File: config.mk
export PLATFORM = sky130hd
export DESIGN_NAME = mem_access_ctrl_flat
export DESIGN_NICKNAME = d
export VERILOG_FILES = /design/src/rtl/mem_access_ctrl_pkg.sv /design/src/rtl/mem_access_ctrl_if.sv /design/src/rtl/mem_access_ctrl_sat_counter.sv /design/src/rtl/mem_access_ctrl.sv /design/src/flat_wrapper.sv
export SDC_FILE = /design/constraint.sdc
export NUM_CORES = 1
export LEC_CHECK = 0
export ABC_AREA = 1
export CORE_ASPECT_RATIO = 0.7
export CORE_UTILIZATION = 25
export CTS_BUF_LIST = sky130_fd_sc_hd__clkbuf_4
export CTS_CLUSTER_DIAMETER = 50
export DETAILED_ROUTE_END_ITERATION = 6
export PLACE_DENSITY = 0.5
export SETUP_SLACK_MARGIN = 0.05
export SYNTH_ARGS = -nofsm -noshare
export SYNTH_HDL_FRONTEND = slang
export SYNTH_HIERARCHICAL = 1
export SYNTH_SLANG_ARGS = --single-unit
File: constraint.sdc
create_clock -name clk -period 2.5 [get_ports clk]
set_input_delay 0.5 -clock clk [delete_from_list [all_inputs] [get_ports clk]]
set_output_delay 0.5 -clock clk [all_outputs]
set_load 0.1 [all_outputs]
File: src/rtl/mem_access_ctrl_pkg.sv
// Shared definitions for the load/store controller: FSM encoding, default
// widths and the saturation ceiling of the event counters.
package mem_access_ctrl_pkg;

   localparam int DATA_W_DEF = 16;
   localparam int ADDR_W_DEF = 8;
   localparam int REG_W_DEF  = 4;

   localparam logic [15:0] SAT_MAX = 16'hFFFF;

   typedef enum logic [2:0] {
      S_IDLE     = 3'd0,
      S_ST_ISSUE = 3'd1,
      S_LD_ISSUE = 3'd2,
      S_LD_WAIT  = 3'd3,
      S_RESP     = 3'd4
   } state_e;

endpackage

File: src/rtl/mem_access_ctrl_if.sv
// Bus bundles around the load/store controller.
//   lsu_req_if : request/response channel between execute/regfile and the
//                controller. master = requester, slave = controller.
//   lsu_mem_if : RAM access port. master = controller, slave = RAM.
interface lsu_req_if #(
   parameter int DATA_W = 16,
   parameter int REG_W  = 4
) ();
   logic              req_valid;
   logic              req_ready;
   logic              req_we;
   logic [15:0]       req_addr;
   logic [DATA_W-1:0] req_wdata;
   logic [REG_W-1:0]  req_rd;
   logic              resp_valid;
   logic              resp_ready;
   logic [REG_W-1:0]  resp_rd;
   logic [DATA_W-1:0] resp_data;
   logic              resp_err;
   logic              resp_we;

   modport master (
      output req_valid, req_we, req_addr, req_wdata, req_rd, resp_ready,
      input  req_ready, resp_valid, resp_rd, resp_data, resp_err, resp_we
   );
   modport slave (
      input  req_valid, req_we, req_addr, req_wdata, req_rd, resp_ready,
      output req_ready, resp_valid, resp_rd, resp_data, resp_err, resp_we
   );
endinterface

interface lsu_mem_if #(
   parameter int DATA_W = 16,
   parameter int ADDR_W = 8
) ();
   logic              mem_en;
   logic              mem_we;
   logic [ADDR_W-1:0] mem_addr;
   logic [DATA_W-1:0] mem_wdata;
   logic [DATA_W-1:0] mem_rdata;

   modport master (
      output mem_en, mem_we, mem_addr, mem_wdata,
      input  mem_rdata
   );
   modport slave (
      input  mem_en, mem_we, mem_addr, mem_wdata,
      output mem_rdata
   );
endinterface

File: src/rtl/mem_access_ctrl_sat_counter.sv
// 16-bit event counter that sticks at SAT_MAX instead of wrapping.
//   clk_i   : clock
//   rst_ni  : synchronous active-low reset
//   inc_i   : count one event this cycle
//   cnt_o   : current count
module sat_counter
   import mem_access_ctrl_pkg::*;
(
   input  logic        clk_i,
   input  logic        rst_ni,
   input  logic        inc_i,
   output logic [15:0] cnt_o
);

   logic [15:0] cnt_q, cnt_d;

   always_comb begin
      cnt_d = cnt_q;
      if (inc_i && (cnt_q != SAT_MAX)) cnt_d = cnt_q + 16'd1;
   end

   always_ff @(posedge clk_i) begin
      if (!rst_ni) cnt_q <= '0;
      else         cnt_q <= cnt_d;
   end

   assign cnt_o = cnt_q;

endmodule

File: src/rtl/mem_access_ctrl.sv
// Load/store initiator for the data RAM. Takes one request at a time from
// the regfile side, sequences the RAM strobes, and returns load data or a
// store acknowledge (with the destination register) to write-back.
//   clk, rst_n : clock, synchronous active-low reset
//   req        : request/response channel (slave side)
//   mem        : RAM access port (master side)
//   ld_cnt     : completed loads (saturating)
//   st_cnt     : completed stores (saturating)
//   err_cnt    : out-of-range requests (saturating)
module mem_access_ctrl
   import mem_access_ctrl_pkg::*;
#(
   parameter int DATA_W   = DATA_W_DEF,
   parameter int ADDR_W   = ADDR_W_DEF,
   parameter int REG_W    = REG_W_DEF,
   parameter int READ_LAT = 1
) (
   input  logic        clk,
   input  logic        rst_n,
   lsu_req_if.slave    req,
   lsu_mem_if.master   mem,
   output logic [15:0] ld_cnt,
   output logic [15:0] st_cnt,
   output logic [15:0] err_cnt
);

   state_e            state_q, state_d;
   logic [2:0]        wait_q, wait_d;
   logic              we_q, err_q;
   logic [ADDR_W-1:0] addr_q;
   logic [DATA_W-1:0] wdata_q, rdata_q;
   logic [REG_W-1:0]  rd_q;

   // Any set bit above the RAM index makes the request out of range.
   logic in_range;
   assign in_range = ~|(req.req_addr >> ADDR_W);

   logic accept, resp_hs, capture;
   assign accept  = (state_q == S_IDLE) && req.req_valid;
   assign resp_hs = (state_q == S_RESP) && req.resp_ready;
   assign capture = (state_q == S_LD_WAIT) && (wait_q == 3'd0);

   always_comb begin
      state_d = state_q;
      wait_d  = wait_q;
      case (state_q)
         S_IDLE: begin
            if (req.req_valid) begin
               if (!in_range)       state_d = S_RESP;
               else if (req.req_we) state_d = S_ST_ISSUE;
               else                 state_d = S_LD_ISSUE;
            end
         end
         S_ST_ISSUE: state_d = S_RESP;
         S_LD_ISSUE: begin
            // LD_WAIT always follows, so its zero-count cycle is the one
            // READ_LAT after issue, where mem_rdata is valid.
            wait_d  = 3'(READ_LAT - 1);
            state_d = S_LD_WAIT;
         end
         S_LD_WAIT: begin
            if (wait_q == 3'd0) state_d = S_RESP;
            else                wait_d  = wait_q - 3'd1;
         end
         S_RESP: if (req.resp_ready) state_d = S_IDLE;
         default: state_d = S_IDLE;
      endcase
   end

   always_ff @(posedge clk) begin
      if (!rst_n) begin
         state_q <= S_IDLE;
         wait_q  <= '0;
         we_q    <= 1'b0;
         err_q   <= 1'b0;
         addr_q  <= '0;
         wdata_q <= '0;
         rdata_q <= '0;
         rd_q    <= '0;
      end else begin
         state_q <= state_d;
         wait_q  <= wait_d;
         if (accept) begin
            we_q    <= req.req_we;
            err_q   <= !in_range;
            addr_q  <= req.req_addr[ADDR_W-1:0];
            wdata_q <= req.req_wdata;
            rd_q    <= req.req_rd;
            // Cleared here so stores and errors answer with zero data.
            rdata_q <= '0;
         end
         if (capture) rdata_q <= mem.mem_rdata;
      end
   end

   // Strobes are gated by rst_n so the RAM cannot be written during reset.
   assign req.req_ready  = rst_n && (state_q == S_IDLE);
   assign req.resp_valid = rst_n && (state_q == S_RESP);
   assign req.resp_rd    = rd_q;
   assign req.resp_data  = rdata_q;
   assign req.resp_err   = err_q;
   assign req.resp_we    = we_q;

   assign mem.mem_en    = rst_n && ((state_q == S_ST_ISSUE) || (state_q == S_LD_ISSUE));
   assign mem.mem_we    = rst_n && (state_q == S_ST_ISSUE);
   assign mem.mem_addr  = addr_q;
   assign mem.mem_wdata = wdata_q;

   sat_counter u_ld_cnt (
      .clk_i (clk), .rst_ni(rst_n),
      .inc_i (resp_hs && !err_q && !we_q), .cnt_o(ld_cnt)
   );
   sat_counter u_st_cnt (
      .clk_i (clk), .rst_ni(rst_n),
      .inc_i (resp_hs && !err_q && we_q), .cnt_o(st_cnt)
   );
   sat_counter u_err_cnt (
      .clk_i (clk), .rst_ni(rst_n),
      .inc_i (resp_hs && err_q), .cnt_o(err_cnt)
   );

endmodule

File: src/flat_wrapper.sv
// flat-port wrapper written by rule: the top's interface ports become plain ports
module mem_access_ctrl_flat import mem_access_ctrl_pkg::*;
#(
   parameter int DATA_W   = DATA_W_DEF,
   parameter int ADDR_W   = ADDR_W_DEF,
   parameter int REG_W    = REG_W_DEF,
   parameter int READ_LAT = 1
)
  (clk, rst_n, ld_cnt, st_cnt, err_cnt, req_req_valid, req_req_we, req_req_addr, req_req_wdata, req_req_rd, req_resp_ready, req_req_ready, req_resp_valid, req_resp_rd, req_resp_data, req_resp_err, req_resp_we, mem_mem_en, mem_mem_we, mem_mem_addr, mem_mem_wdata, mem_mem_rdata);
  lsu_req_if #(.DATA_W(DATA_W), .REG_W(REG_W)) req_i ();
  lsu_mem_if #(.DATA_W(DATA_W), .ADDR_W(ADDR_W)) mem_i ();
  input  logic clk;
  input  logic rst_n;
  output logic [15:0] ld_cnt;
  output logic [15:0] st_cnt;
  output logic [15:0] err_cnt;
  input wire logic [$bits(req_i.req_valid)-1:0] req_req_valid;
  input wire logic [$bits(req_i.req_we)-1:0] req_req_we;
  input wire logic [$bits(req_i.req_addr)-1:0] req_req_addr;
  input wire logic [$bits(req_i.req_wdata)-1:0] req_req_wdata;
  input wire logic [$bits(req_i.req_rd)-1:0] req_req_rd;
  input wire logic [$bits(req_i.resp_ready)-1:0] req_resp_ready;
  output wire logic [$bits(req_i.req_ready)-1:0] req_req_ready;
  output wire logic [$bits(req_i.resp_valid)-1:0] req_resp_valid;
  output wire logic [$bits(req_i.resp_rd)-1:0] req_resp_rd;
  output wire logic [$bits(req_i.resp_data)-1:0] req_resp_data;
  output wire logic [$bits(req_i.resp_err)-1:0] req_resp_err;
  output wire logic [$bits(req_i.resp_we)-1:0] req_resp_we;
  output wire logic [$bits(mem_i.mem_en)-1:0] mem_mem_en;
  output wire logic [$bits(mem_i.mem_we)-1:0] mem_mem_we;
  output wire logic [$bits(mem_i.mem_addr)-1:0] mem_mem_addr;
  output wire logic [$bits(mem_i.mem_wdata)-1:0] mem_mem_wdata;
  input wire logic [$bits(mem_i.mem_rdata)-1:0] mem_mem_rdata;
  assign req_i.req_valid = req_req_valid;
  assign req_i.req_we = req_req_we;
  assign req_i.req_addr = req_req_addr;
  assign req_i.req_wdata = req_req_wdata;
  assign req_i.req_rd = req_req_rd;
  assign req_i.resp_ready = req_resp_ready;
  assign req_req_ready = req_i.req_ready;
  assign req_resp_valid = req_i.resp_valid;
  assign req_resp_rd = req_i.resp_rd;
  assign req_resp_data = req_i.resp_data;
  assign req_resp_err = req_i.resp_err;
  assign req_resp_we = req_i.resp_we;
  assign mem_mem_en = mem_i.mem_en;
  assign mem_mem_we = mem_i.mem_we;
  assign mem_mem_addr = mem_i.mem_addr;
  assign mem_mem_wdata = mem_i.mem_wdata;
  assign mem_i.mem_rdata = mem_mem_rdata;
  mem_access_ctrl #(.DATA_W(DATA_W), .ADDR_W(ADDR_W), .REG_W(REG_W), .READ_LAT(READ_LAT)) u_core (.clk(clk), .rst_n(rst_n), .req(req_i), .mem(mem_i), .ld_cnt(ld_cnt), .st_cnt(st_cnt), .err_cnt(err_cnt));
endmodule
### Word level (Yosys, flattened, before mapping)

Cells that the tools add are included.

| storage, ports and cells | value |
|---|---|
| input port bits | 57 |
| output and inout port bits | 98 |
| logic and storage cells | 60 |
| register bits after elaboration | 100 |

| operators by class | value |
|---|---|
| reduce and logical (&&, ||, !) cells | 24 |
| mux-type cells | 10 |
| equality and inequality tests | 11 |
| add/sub/neg operators | 4 |

Operators by type and width:

| kind | number |
|---|---|
| 16-bit by 1-bit adder with 16-bit output, second input constant | 3 |
| 16-bit != test, second input constant | 3 |
| 16-bit two-way mux | 2 |
| 3-bit two-way mux | 5 |
| 3-bit one-hot mux with 5 select lines | 1 |
| 1-bit logical AND | 14 |
| 2-bit != test, second input constant | 4 |
| 8-bit OR reduction | 1 |
| 3-bit by 2-bit == test with 1-bit output, second input constant | 2 |
| 3-bit zero test | 2 |
| 3-bit one-hot mux with 2 select lines | 1 |
| 2-bit nonzero test | 2 |
| 3-bit by 1-bit == test with 1-bit output, second input constant | 1 |
| 3-bit == test, second input constant | 1 |
| 3-bit AND reduction | 1 |
| 3-bit by 1-bit subtractor with 3-bit output, second input constant | 1 |
| 1-bit zero test | 2 |
| 2-bit two-way mux | 1 |
| 2-bit AND reduction | 1 |
| 1-bit logical OR | 1 |

### Logic depth before layout (Yosys ltp)

Gate-level depths: netlist of the first run.

| logic depth | value |
|---|---|
| word-level depth | 5 |
| mapped depth | 11 |
| mapped depth without buffers | 10 |

### Cells and area by module

Netlist of the first run, hierarchy kept.

By module, submodules not included:

| module | area each (µm²) | cells each | instances | sequential area each (µm²) |
|---|---|---|---|---|
| sat_counter | 996.0 | 149 | 3 | 320.3 |
| mem_access_ctrl | 2157.1 | 281 | 1 | 1041.0 |

### Worst setup path before layout of the first run

No wires, ideal clock.

| timing | value |
|---|---|
| path kind | input port to output port |
| from | input port rst_n |
| to | output port mem_mem_en |
| buffers on the path | 1 |
| data arrival time | 2.256 ns |
| data required time | 2.000 ns |
| stages | 3 |
| path slack | -0.256 ns |
| path through | inv_1 clkbuf_1 a21oi_1 |

| between the ends | value |
|---|---|
| longest elaborated chain between the ends | 1 |

RTL lines:

| item | RTL line | text |
|---|---|---|
| start: declaration | flat_wrapper.sv:13 | `input logic rst_n;` |
| 1-bit logical AND | mem_access_ctrl.sv:104 | `assign mem.mem_en = rst_n && ((state_q == S_ST_ISSUE) \|\| (state_q == S_LD_ISSUE));` |
| end: declaration | flat_wrapper.sv:29 | `output wire logic [$bits(mem_i.mem_en)-1:0] mem_mem_en;` |

Every way passes these cells.

### Final worst setup path of the first run

| timing | value |
|---|---|
| from | register u_core.state_q[2] |
| to | output port mem_mem_en |

| between the ends | value |
|---|---|
| longest elaborated chain between the ends | 3 |
| elaborated cells between the ends (all ways) | 4 |
| classes of those cells | 2 x eq/ne; 2 x reduce/logical |

RTL lines:

| item | RTL line | text |
|---|---|---|
| start: declaration | mem_access_ctrl.sv:27 | `state_e state_q, state_d;` |
| start signal: assignment | mem_access_ctrl.sv:81 | `state_q <= state_d;` |
| 3-bit by 1-bit == test with 1-bit output or 3-bit by 2-bit == test with 1-bit output (tied branches) | mem_access_ctrl.sv:104 |  |
| 1-bit logical OR * | mem_access_ctrl.sv:104 |  |
| 1-bit logical AND * | mem_access_ctrl.sv:104 |  |

Mark *: on every way between the ends. The rest lies on a longest branch, timed or not.

==> results.py, run 1 <==
metrics = {
    "clocking": {
        "clock_latency_ps": 480,
        "cts_tree": "built",
        "postCtsSetupRepairBufs": 0,
        "post_cts_resized": 0,
        "htreeDepth": 3,
        "clockBufferDepth": 2,
        "hold_buffers": 0,
        "path_clk_slew_ps": 190,
        "cts_sinks": 100,
        "cts_root_buffer": "clkbuf_4",
        "cts_buffers": 9,
    },
    "sta": {
        "fmax_mhz": 471.4,
        "finalMaxSlewViolations": 0,
        "setup_ws_ps": 378.9,
        "tightest_slew_ps": 371.6,
        "relSlewSlack_pct": 75.22,
        "fin_crit_ps": 2121,
        "rsz0062_at_grt": "false",
        "holdWs_ps": 388.6,
        "min_period_over_period_pct": 84.85,
        "hold_viol_final": 0,
        "fin_skew_ps": 17.77,
        "setup_violations": 0,
    },
    "power_and_ir_drop": {
        "total_power_uw": 5973,
        "internal_power_uw": 2848,
        "switchingPower_uw": 3125,
        "p_sw_share_pct": 52.32,
        "vdd_ir_drop_max_uv": 644.0,
        "p_per_area_nw_per_um2": 874.5,
        "pwr-share-clk_pct": 16.5,
        "p_leak_uw": 0.002939,
        "pwr-share-comb_pct": 50.3,
        "pwr-share-seq_pct": 33.2,
    },
    "global_route": {
        "track_usage_pct": 14.09,
        "gr-total-overflow": 0,
        "grt_max_degree": 36,
        "grt_pass1_wl_mm": 23.81,
        "grt_pass1_vias": 4649,
        "antenna_found_initial": 0,
    },
    "critical_path": {
        "cp_max_fo": 5,
        "r2r_slack_ps": 720,
        "reg2regPathDepth": 10,
        "worstPathRequired_ps": 2000,
        "crit_path_end_kind": "primary output",
        "critPathBufInv": 2,
        "worstPathCellList": "inv_2, nand3_1, a21oi_2, buf_12",
        "path_class": "reg -> out",
        "cpMaxStageDelayCell": "dfxtp_1",
        "startpoint_type": "flip-flop",
        "cpLargestDelayFamily": "flip-flops",
        "r2r-end": "u_core/u_st_cnt/cnt_o[13]$_SDFFE_PN0P_",
        "worstPathArrival_ps": 1620,
        "cpPeakStageDelay_ps": 420,
        "rr_startpoint": "u_core/state_q[1]$_SDFFE_PN0P_",
    },
    "die": {
        "initial_core_util_pct": 25.78,
        "coreArea_um2": 19960,
        "dieArea_um2": 21170,
        "io_pins": 155,
        "die_height_um": 122.0,
        "rows": 43,
        "die_width_um": 173.5,
    },
    "synth": {
        "synth_area_leaders": "dfxtp_1 (39%), nor2_1 (14%), nand2_1 (11%)",
        "syn_area_per_cell_um2": 7.067,
        "seq_area_frac_synth_pct": 38.91,
        "synth-seq-cells": 100,
        "syn_inst": 728,
        "synthesis.area_um2": 5145,
        "yosysTopAreaCell": "dfxtp_1",
        "synth_top_area_share_pct": 38.91,
        "synth_fp_nets": 790,
        "synth.distinct_cells": 27,
        "yosysWarningCount": 6,
    },
    "hold_path": {
        "min_path_type": "in -> reg",
        "hold_depth": 3,
        "min_to": "u_core/mem.mem_wdata[4]$_SDFFE_PN0P_",
        "hp-start": "rst_n",
    },
    "routing": {
        "drc_errors": 0,
        "wl_per_cell_um": 12.35,
        "dr.pass1.iters": 5,
        "drt_iter0_drc": 309,
        "finalWirelength_mm": 14.26,
        "num_vias": 4839,
        "viasPerCell": 4.193,
        "ant_nets": 0,
    },
    "cells_and_area": {
        "syn_to_final_growth_pct": 32.76,
        "final_nets": 941,
        "utilization_pct": 34.22,
        "antenna_cells": 0,
        "final.fill_count": 2126,
        "drive_above_1_share_pct": 23.08,
        "layoutNonFillerInstCount": 1154,
    },
    "place": {
        "routabilityCongestion": 0.8080,
        "hpwl_mm": 10.57,
        "port_buffers": 154,
        "pre_cts_slack_ps": 280.3,
        "dp.cells": 1138,
    },
    "run_status": {
        "status": "finished clean",
    },
    "run": {
        "drv_cap": 0,
    },
}
==> routing by layer <==
| metal | track usage (%) | part of all wire (%) | vias up |
|---|---|---|---|
| met5 | 0 | 0 | - |
| met4 | 3.319 | 0.95 | 0 |
| met3 | 5.025 | 6.8 | 11 |
| met2 | 20.93 | 40 | 106 |
| met1 | 19.30 | 52 | 2116 |
| li1 | - | - | 2606 |
==> power groups by stage <==
stage	clock network (uW)	logic, uW	registers (uW)
after detailed placement	0	3030	2020
after global placement	0	3040	2020
after floorplan	0	962	3410
after CTS	1060	3040	1990
final	985	3010	1980
after global routing	1110	3200	2020
==> how the worst max path moves through the flow <==
stage                                   start                                endpoint  slack [ps]  cells past startpoint
2_1_floorplan                           rst_n                              mem_mem_we         -70                      3
3_3_place_gp                   req_resp_ready  u_core/u_st_cnt/cnt_o[13]$_SDFFE_PN0P_         270                     10
3_5_place_dp                   req_resp_ready  u_core/u_st_cnt/cnt_o[13]$_SDFFE_PN0P_         280                     10
4_1_cts        u_core/state_q[0]$_SDFFE_PN0P_                              mem_mem_we         300                      5
5_1_grt        u_core/state_q[2]$_SDFFE_PN0P_                              mem_mem_en         200                      4
6_report       u_core/state_q[2]$_SDFFE_PN0P_                              mem_mem_en         380                      4
==> flip-flops by register name, indices dropped and copies added (netlist names) <==
signal and count:
u_core/req.resp_data 16, u_core/u_err_cnt/cnt_o 16, u_core/req.resp_rd 4, u_core/u_ld_cnt/cnt_o 16
u_core/wait_q 3, u_core/mem.mem_addr 8, u_core/req.resp_err 1, u_core/state_q 3
u_core/u_st_cnt/cnt_o 16, u_core/req.resp_we 1, u_core/mem.mem_wdata 16
==> cells in the final DEF, fill, tap and decap left out, drive strengths merged, types with 4 or more instances in the layout <==
cell type	netlist	routed
ha	5	5
dfxtp	100	100
nor3	4	4
nor2	230	230
clkdlybuf4s50	0	55
buf	15	108
nand4	10	10
inv	44	48
clkbuf	8	9
a21oi	40	40
nand3	57	57
o21ai	34	34
nand2	178	178
==> cells by family after synthesis <==
| kind of cell | synth area share, % |
|---|---|
| buffers and inverters | 7.758 |
| DFF | 38.91 |
| adders and majority gates | 1.216 |
| AOI/OAI and AO/OA | 7.855 |
| and+or+nand+nor | 44.26 |
==> worst reg2reg max path, delay by kind of cell, from the launching register on <==
family	cells	cell delay (ps)
buf+inv	1	170
flops	1	400
simple gates	9	1120
==> cell type report <==
class	count	area, um^2	area share (%)
inverters	44	175.2	2.565
multi-input cells	561	2748	40.23
clock buffers	9	67.56	0.9892
clock inverters	7	91.34	1.337
flip-flops and latches	100	2002	29.31
well taps	270	337.8	4.946
repair buffers	163	1409	20.63
==> metrics by stage <==
stage                     setup TNS [ps]  instance area, um^2
after global routing                   0                 6830
after CTS                              0                 6830
final                                  0                 6830
after detailed placement               0                 6671
after global placement                 0                 6671
after floorplan                   -197.6                 5149
==> cell usage after synthesis <==
master	number
nand2_4	8
nor2_1	188
nor2_4	17
or2_0	3
nand3_1	57
nand2_1	156
a21oi_1	31
nand4_2	3
nor2_8	4
nand4_1	7
buf_12	3
a21oi_2	9
clkbuf_1	5
nor2_2	21
inv_2	1
nor3_1	4
buf_8	1
dfxtp_1	100
inv_6	2
buf_4	6
inv_1	41
ha_1	5
clkbuf_8	3
buf_2	2
buf_6	3
o21ai_0	34
nand2_2	14
No activity file was read; power rests on OpenSTA's default activity.
==> run 2: changes to the inputs <==
--- a/config.mk
+++ b/config.mk
@@ -11,7 +11,7 @@
 export CTS_BUF_LIST = sky130_fd_sc_hd__clkbuf_4
 export CTS_CLUSTER_DIAMETER = 50
 export DETAILED_ROUTE_END_ITERATION = 6
-export PLACE_DENSITY = 0.5
+export PLACE_DENSITY = 0.52
 export SETUP_SLACK_MARGIN = 0.05
 export SYNTH_ARGS = -nofsm -noshare
 export SYNTH_HDL_FRONTEND = slang
==> constraint.sdc (replaced) <==
create_clock -name clk -period 1.8 [get_ports clk]
set_input_delay 0.36 -clock clk [delete_from_list [all_inputs] [get_ports clk]]
set_output_delay 0.36 -clock clk [all_outputs]
set_load 0.1 [all_outputs]
==> run 2 against run 1 <==
Effect of this change:
- first-iteration DRC count fell by 13%
- critical path depth grew 2
- utilization grew 9.1 points
- the run now ends with setup timing left
- clock power up 26%
- clock-buffer cell count up 1
- cell count up 2.9%
- critical endpoint is now req_req_ready
- combinational power increased by 90%
- setup slack got worse by 450 ps
- hold slack got worse by 170 ps
- flip-flop and latch count is the same
- sequential power grew 45%
- register-to-register slack lost 760 ps
==> results.py, run 2 (synthesis gave the netlist of run 1 again) <==
metrics = {
    "run_status": {
        "status": "finished with violations",
        "violations": "setup timing",
    },
    "global_route": {
        "gr-total-overflow": 0,
        "use_met3_pct": 5.680,
        "grt_pass1_wl_mm": 23.35,
        "grt_max_degree": 42,
        "antenna_found_initial": 0,
        "track_usage_pct": 13.84,
        "use_met1_pct": 18.60,
        "grt_pass1_vias": 4579,
        "grt.busiest_layer": "met2",
        "use_met2_pct": 20.26,
    },
    "place": {
        "routabilityCongestion": 0.8214,
        "port_buffers": 154,
        "hpwl_mm": 10.65,
    },
    "sta": {
        "rsz0062_at_grt": "true",
        "finalMaxSlewViolations": 0,
        "relSlewSlack_pct": 74.52,
        "fin_crit_ps": 1872,
        "tightest_slew_ps": 380.8,
        "setup_violations": 7,
        "holdWs_ps": 220.3,
        "fin_skew_ps": 21.49,
        "setup_ws_ps": -72.26,
        "hold_viol_final": 0,
        "fmax_mhz": 534.1,
        "min_period_over_period_pct": 104.0,
    },
    "clocking": {
        "cts_sinks": 100,
        "clockBufferDepth": 2,
        "cts_tree": "built",
        "cts_root_buffer": "clkbuf_4",
        "path_clk_slew_ps": 160,
        "clock_latency_ps": 470,
        "hold_buffers": 0,
        "htreeDepth": 3,
        "cts_buffers": 9,
    },
    "routing": {
        "finalWirelength_mm": 14.91,
        "drc_errors": 0,
        "ant_nets": 0,
        "num_vias": 5063,
        "wl_per_cell_um": 12.56,
        "viasPerCell": 4.265,
        "dr.pass1.iters": 5,
        "drt_iter0_drc": 269,
    },
    "power_and_ir_drop": {
        "p_per_area_nw_per_um2": 1140,
        "vdd_ir_drop_max_uv": 554.8,
        "total_power_uw": 9860,
        "p_leak_uw": 0.003456,
    },
    "cells_and_area": {
        "final_nets": 974,
        "multi_input_area_um2": 2959,
        "syn_to_final_growth_pct": 68.12,
        "final.fill_count": 1973,
        "drive_above_1_share_pct": 35.77,
        "final-seq-area_um2": 2071,
        "utilization_pct": 43.33,
        "layout_commonest_cell": "nor2_1",
        "antenna_cells": 0,
        "layout_common_cells": "nor2_1 (171), nand2_1 (151), buf_12 (102)",
    },
    "critical_path": {
        "crit_path_end_kind": "primary output",
        "startpoint_type": "flip-flop",
        "cp_max_fo": 3,
        "path_class": "reg -> out",
        "worstPathArrival_ps": 1510,
        "worstPathRequired_ps": 1440,
    },
    "die": {
        "initial_core_util_pct": 25.78,
        "rows": 43,
        "dieArea_um2": 21170,
        "die_height_um": 122.0,
        "io_pins": 155,
        "die_width_um": 173.5,
        "coreArea_um2": 19960,
    },
    "run": {
        "drv_cap": 0,
    },
    "hold_path": {
        "min_path_type": "in -> reg",
    },
}
## run 2: cell types whose count changed in the layout (fill, tap and decap cells not counted), moves of 7 or more
| cell | before | now |
|---|---|---|
| nand3_1 | 57 | 49 |
| dfxtp_2 | 0 | 52 |
| inv_1 | 41 | 34 |
| nor2_2 | 21 | 28 |
| buf_6 | 0 | 9 |
| dfxtp_1 | 100 | 47 |
| nor2_4 | 17 | 27 |
| nor2_1 | 188 | 171 |
| buf_4 | 103 | 26 |
| buf_12 | 4 | 102 |
## run 2: final timing paths
kind	startpoint	endpoint	slack (ps)	cells after the start
min	rst_n	u_core/mem.mem_wdata[4]$_SDFFE_PN0P_	220	3
max reg2reg	u_core/state_q[0]$_SDFFE_PN0P_	u_core/u_ld_cnt/cnt_o[13]$_SDFFE_PN0P_	-40	12
min reg2reg	u_core/req.resp_we$_SDFFE_PN0P_	u_core/req.resp_we$_SDFFE_PN0P_	510	2
max	u_core/state_q[0]$_SDFFE_PN0P_	req_req_ready	-70	6
## run 2: what timing repair did
item / in CTS / in global routing
endpoints found under the hold margin: 0 / 0
buffers inserted: 6 / 10
cloned: 0 / 2
pin swaps: 12 / 26
setup endpoints to repair: 4 / 42
resized for setup: 23 / 57
## run 2: routing by layer
metal / wire, um / share of wire (%) / vias to the layer above
li1: - / - / 2677
met1: 7298 / 49 / 2254
met2: 6324 / 42 / 120
met3: 1148 / 7.7 / 12
met4: 142 / 0.95 / 0
met5: 0 / 0 / -
## run 2: where the power goes
part / internal [uW] / total [uW] / leakage (uW) / switching [uW]
combinational: 2160 / 5730 / 0.00254 / 3570
clock: 440 / 1240 / 0.0000744 / 802
sequential: 2560 / 2880 / 0.000839 / 322
## run 2: through the flow
step | instance area [um^2] | cells | setup WS, ps | TNS, ps
after floorplan | 5234 | 728 | -107.3 | -214.7
after global placement | 8078 | 1154 | -258.1 | -5152
after detailed placement | 8078 | 1154 | -285.2 | -5797
after CTS | 8338 | 1176 | -164.1 | -757.5
after global routing | 8650 | 1187 | -195.0 | -2532
final | 8650 | 1187 | -72.26 | -273.2
## run 2: area by class of cell
| cell class | instances | share of cell area [%] |
|---|---|---|
| clock buffer | 10 | 0.8679 |
| clock inverter | 6 | 0.7377 |
| inverter | 44 | 2.314 |
| multi-input combinational | 561 | 34.21 |
| sequential | 100 | 23.94 |
| tap | 270 | 3.906 |
| timing repair buffer | 195 | 33.92 |
| timing repair inverter | 1 | 0.1013 |
## run 2: worst max-delay path: stages, from the launching register on
cell     delay (ps)
dfxtp_2         360
buf_6           110
nor2_4          110
buf_6           130
nand2_8          50
nor2_4           90
buf_12          180
==> run 3: changes to the inputs <==
--- a/config.mk
+++ b/config.mk
@@ -15,5 +15,4 @@
 export SETUP_SLACK_MARGIN = 0.05
 export SYNTH_ARGS = -nofsm -noshare
 export SYNTH_HDL_FRONTEND = slang
-export SYNTH_HIERARCHICAL = 1
 export SYNTH_SLANG_ARGS = --single-unit
==> run 3 against run 2 <==
Effect of this change:
- the flow now finishes without violations
- register-to-register slack improved by 250 ps
- clock-buffer cell count increased by 2
- die area decreased by 4.4%
- sequential power increased by 2%
- largest cell class is now non-clock buffers
- global-route usage increased by 1.5 points
- power decreased by 4.8%
- highest routed layer unchanged
- critical path depth decreased by 3
==> results.py, run 3 <==
metrics = {
    "die": {
        "coreArea_um2": 19080,
        "dieArea_um2": 20230,
        "die_width_um": 169.6,
        "initial_core_util_pct": 25.76,
        "die_height_um": 119.3,
        "rows": 42,
        "io_pins": 155,
    },
    "synth": {
        "synth.top_cells.by_count": "nand2_1 (178), nor2_1 (149), dfxtp_1 (100)",
        "synth_area_leaders": "dfxtp_1 (41%), nand2_1 (14%), nor2_1 (11%)",
        "syn_inst": 728,
        "syn_area_per_cell_um2": 6.749,
        "ys.flop_type": "dfxtp_1",
        "yosysMostFrequentCell": "nand2_1",
        "synth-seq-cells": 100,
        "synth_fp_nets": 790,
        "synth.distinct_cells": 33,
        "synth_top_area_share_pct": 40.74,
        "synthesis.area_um2": 4913,
        "synthArstFlopShare_pct": 0,
        "yosysWarningCount": 0,
        "seq_area_frac_synth_pct": 40.74,
        "yosysTopAreaCell": "dfxtp_1",
        "synth_edf_count": 0,
    },
    "cells_and_area": {
        "antenna_cells": 0,
        "syn_to_final_growth_pct": 66.69,
        "drive_above_1_share_pct": 25.64,
        "utilization_pct": 42.94,
        "layout_common_cells": "nand2_1 (176), nor2_1 (145), buf_12 (99)",
        "finalInstanceArea_um2": 8190,
        "layout_commonest_cell": "nand2_1",
        "final_nets": 959,
    },
    "routing": {
        "dr.pass1.iters": 4,
        "finalWirelength_mm": 14.99,
        "ant_nets": 0,
        "viasPerCell": 4.355,
        "drc_errors": 0,
        "drt_iter0_drc": 286,
        "num_vias": 5073,
        "wl_per_cell_um": 12.86,
    },
    "sta": {
        "setup_ws_ps": 24.48,
        "tns_ps": 0,
        "tightest_slew_ps": 515.2,
        "min_period_over_period_pct": 98.64,
        "relSlewSlack_pct": 65.65,
        "rsz0062_at_grt": "true",
        "finalMaxSlewViolations": 0,
        "fin_skew_ps": 28.55,
        "fin_crit_ps": 1776,
        "setup_violations": 0,
        "fmax_mhz": 563.2,
        "hold_viol_final": 0,
    },
    "power_and_ir_drop": {
        "pwr-share-clk_pct": 12.8,
        "internal_power_uw": 4852,
        "p_leak_uw": 0.003109,
        "total_power_uw": 9389,
        "p_per_area_nw_per_um2": 1146,
        "pwr-share-seq_pct": 31.4,
        "vdd_ir_drop_max_uv": 737.4,
        "pwr-share-comb_pct": 55.8,
        "p_sw_share_pct": 48.32,
        "switchingPower_uw": 4537,
    },
    "clocking": {
        "cts_buffers": 9,
        "path_clk_slew_ps": 140,
        "hold_buffers": 0,
        "cts_root_buffer": "clkbuf_4",
        "cts_sinks": 100,
        "clockBufferDepth": 2,
        "cts_tree": "built",
        "htreeDepth": 3,
        "clock_latency_ps": 460,
    },
    "global_route": {
        "grt_pass1_wl_mm": 24.43,
        "antenna_found_initial": 0,
        "grt_pass1_vias": 4678,
        "track_usage_pct": 15.32,
        "grt_max_degree": 47,
        "gr-total-overflow": 0,
    },
    "run_status": {
        "status": "finished clean",
    },
    "critical_path": {
        "worstPathArrival_ps": 1420,
        "worstPathRequired_ps": 1440,
        "cp_max_fo": 4,
        "crit_path_end_kind": "primary output",
        "path_class": "reg -> out",
        "startpoint_type": "flip-flop",
    },
    "hold_path": {
        "min_path_type": "reg -> reg",
    },
    "place": {
        "port_buffers": 154,
        "hpwl_mm": 10.91,
        "routabilityCongestion": 0.8323,
        "place_area_um2": 7921,
        "pre_cts_slack_ps": -44.92,
    },
    "run": {
        "drv_cap": 0,
    },
}
run 3: changes by cell type after synthesis, moves of 5 or more:
cell,change
xor2_1,+10
nand2_1,+22
a21oi_2,-9
nand4_1,+15
nand2_4,-8
a21oi_1,+24
clkbuf_1,+6
xnor2_1,+10
nand2_2,-11
inv_1,+5
nor2_4,-12
nor2_2,-20
nor2_1,-39
run 3: power groups by stage:
| stage | Combinational (uW) | Clock, uW | Sequential (uW) |
|---|---|---|---|
| after floorplan | 1290 | 0 | 4780 |
| after global placement | 5060 | 0 | 2960 |
| after detailed placement | 5060 | 0 | 2960 |
| after CTS | 5230 | 1300 | 2940 |
| after global routing | 5500 | 1390 | 2990 |
| final | 5240 | 1200 | 2950 |
run 3: logic make-up (layout without fill, tap and decap cells):
| logic type | after synthesis | after routing | share of synthesized area (%) |
|---|---|---|---|
| simple gates | 425 | 425 | 36.90 |
| buf+inv | 82 | 255 | 7.538 |
| fa+ha+maj | 5 | 5 | 1.273 |
| xor+xnor | 20 | 20 | 3.565 |
| flops | 100 | 100 | 40.74 |
| compound gates | 96 | 96 | 9.982 |
run 3: stage by stage:
step	std cells	hold WS, ps
finish	1165	427.2
global route	1165	392.7
CTS	1163	381.3
detailed placement	1142	423.1
global placement	1142	419.4
floorplan	728	406.9
run 3: metal layers:
layer	vias up	wire length, um	global-route usage (%)
met3	6	1081	5.417
met5	-	0	0
met4	0	80	3.773
li1	2680	-	-
met2	111	6282	22.38
met1	2276	7539	21.25
run 3: timing repair:
action | 4_1_cts | 5_1_grt
gates resized for setup | 16 | 11
pin swaps | 4 | 1
setup buffers | 7 | 2
setup endpoints to repair | 4 | 21
run 3: final cells by class:
cell class	instances	area, um^2
Clock buffer	12	90.09
Clock inverter	3	40.04
Fill cell	1898	10890
Inverter	52	220.2
Multi-Input combinational cell	546	2625
Sequential cell	100	2092
Tap cell	264	330.3
Timing Repair Buffer	188	2793
run 3: critical path, cell delays in order (launching register included):
cell and delay, ps:
dfxtp_4 410, inv_6 50, nor4_4 280, buf_12 220
run 3: worst paths after layout:
kind	to	slack, ps	start	depth (start not counted)
max reg2reg	u_core.u_ld_cnt.cnt_o[13]$_SDFFE_PN0P_	210	u_core.u_ld_cnt.cnt_o[0]$_SDFFE_PN0P_	8
min	u_core.wait_q[0]$_SDFFE_PN0P_	430	u_core.wait_q[0]$_SDFFE_PN0P_	1
min reg2reg	u_core.wait_q[0]$_SDFFE_PN0P_	430	u_core.wait_q[0]$_SDFFE_PN0P_	1
max	req_resp_valid	20	u_core.state_q[2]$_SDFFE_PN0P_	3
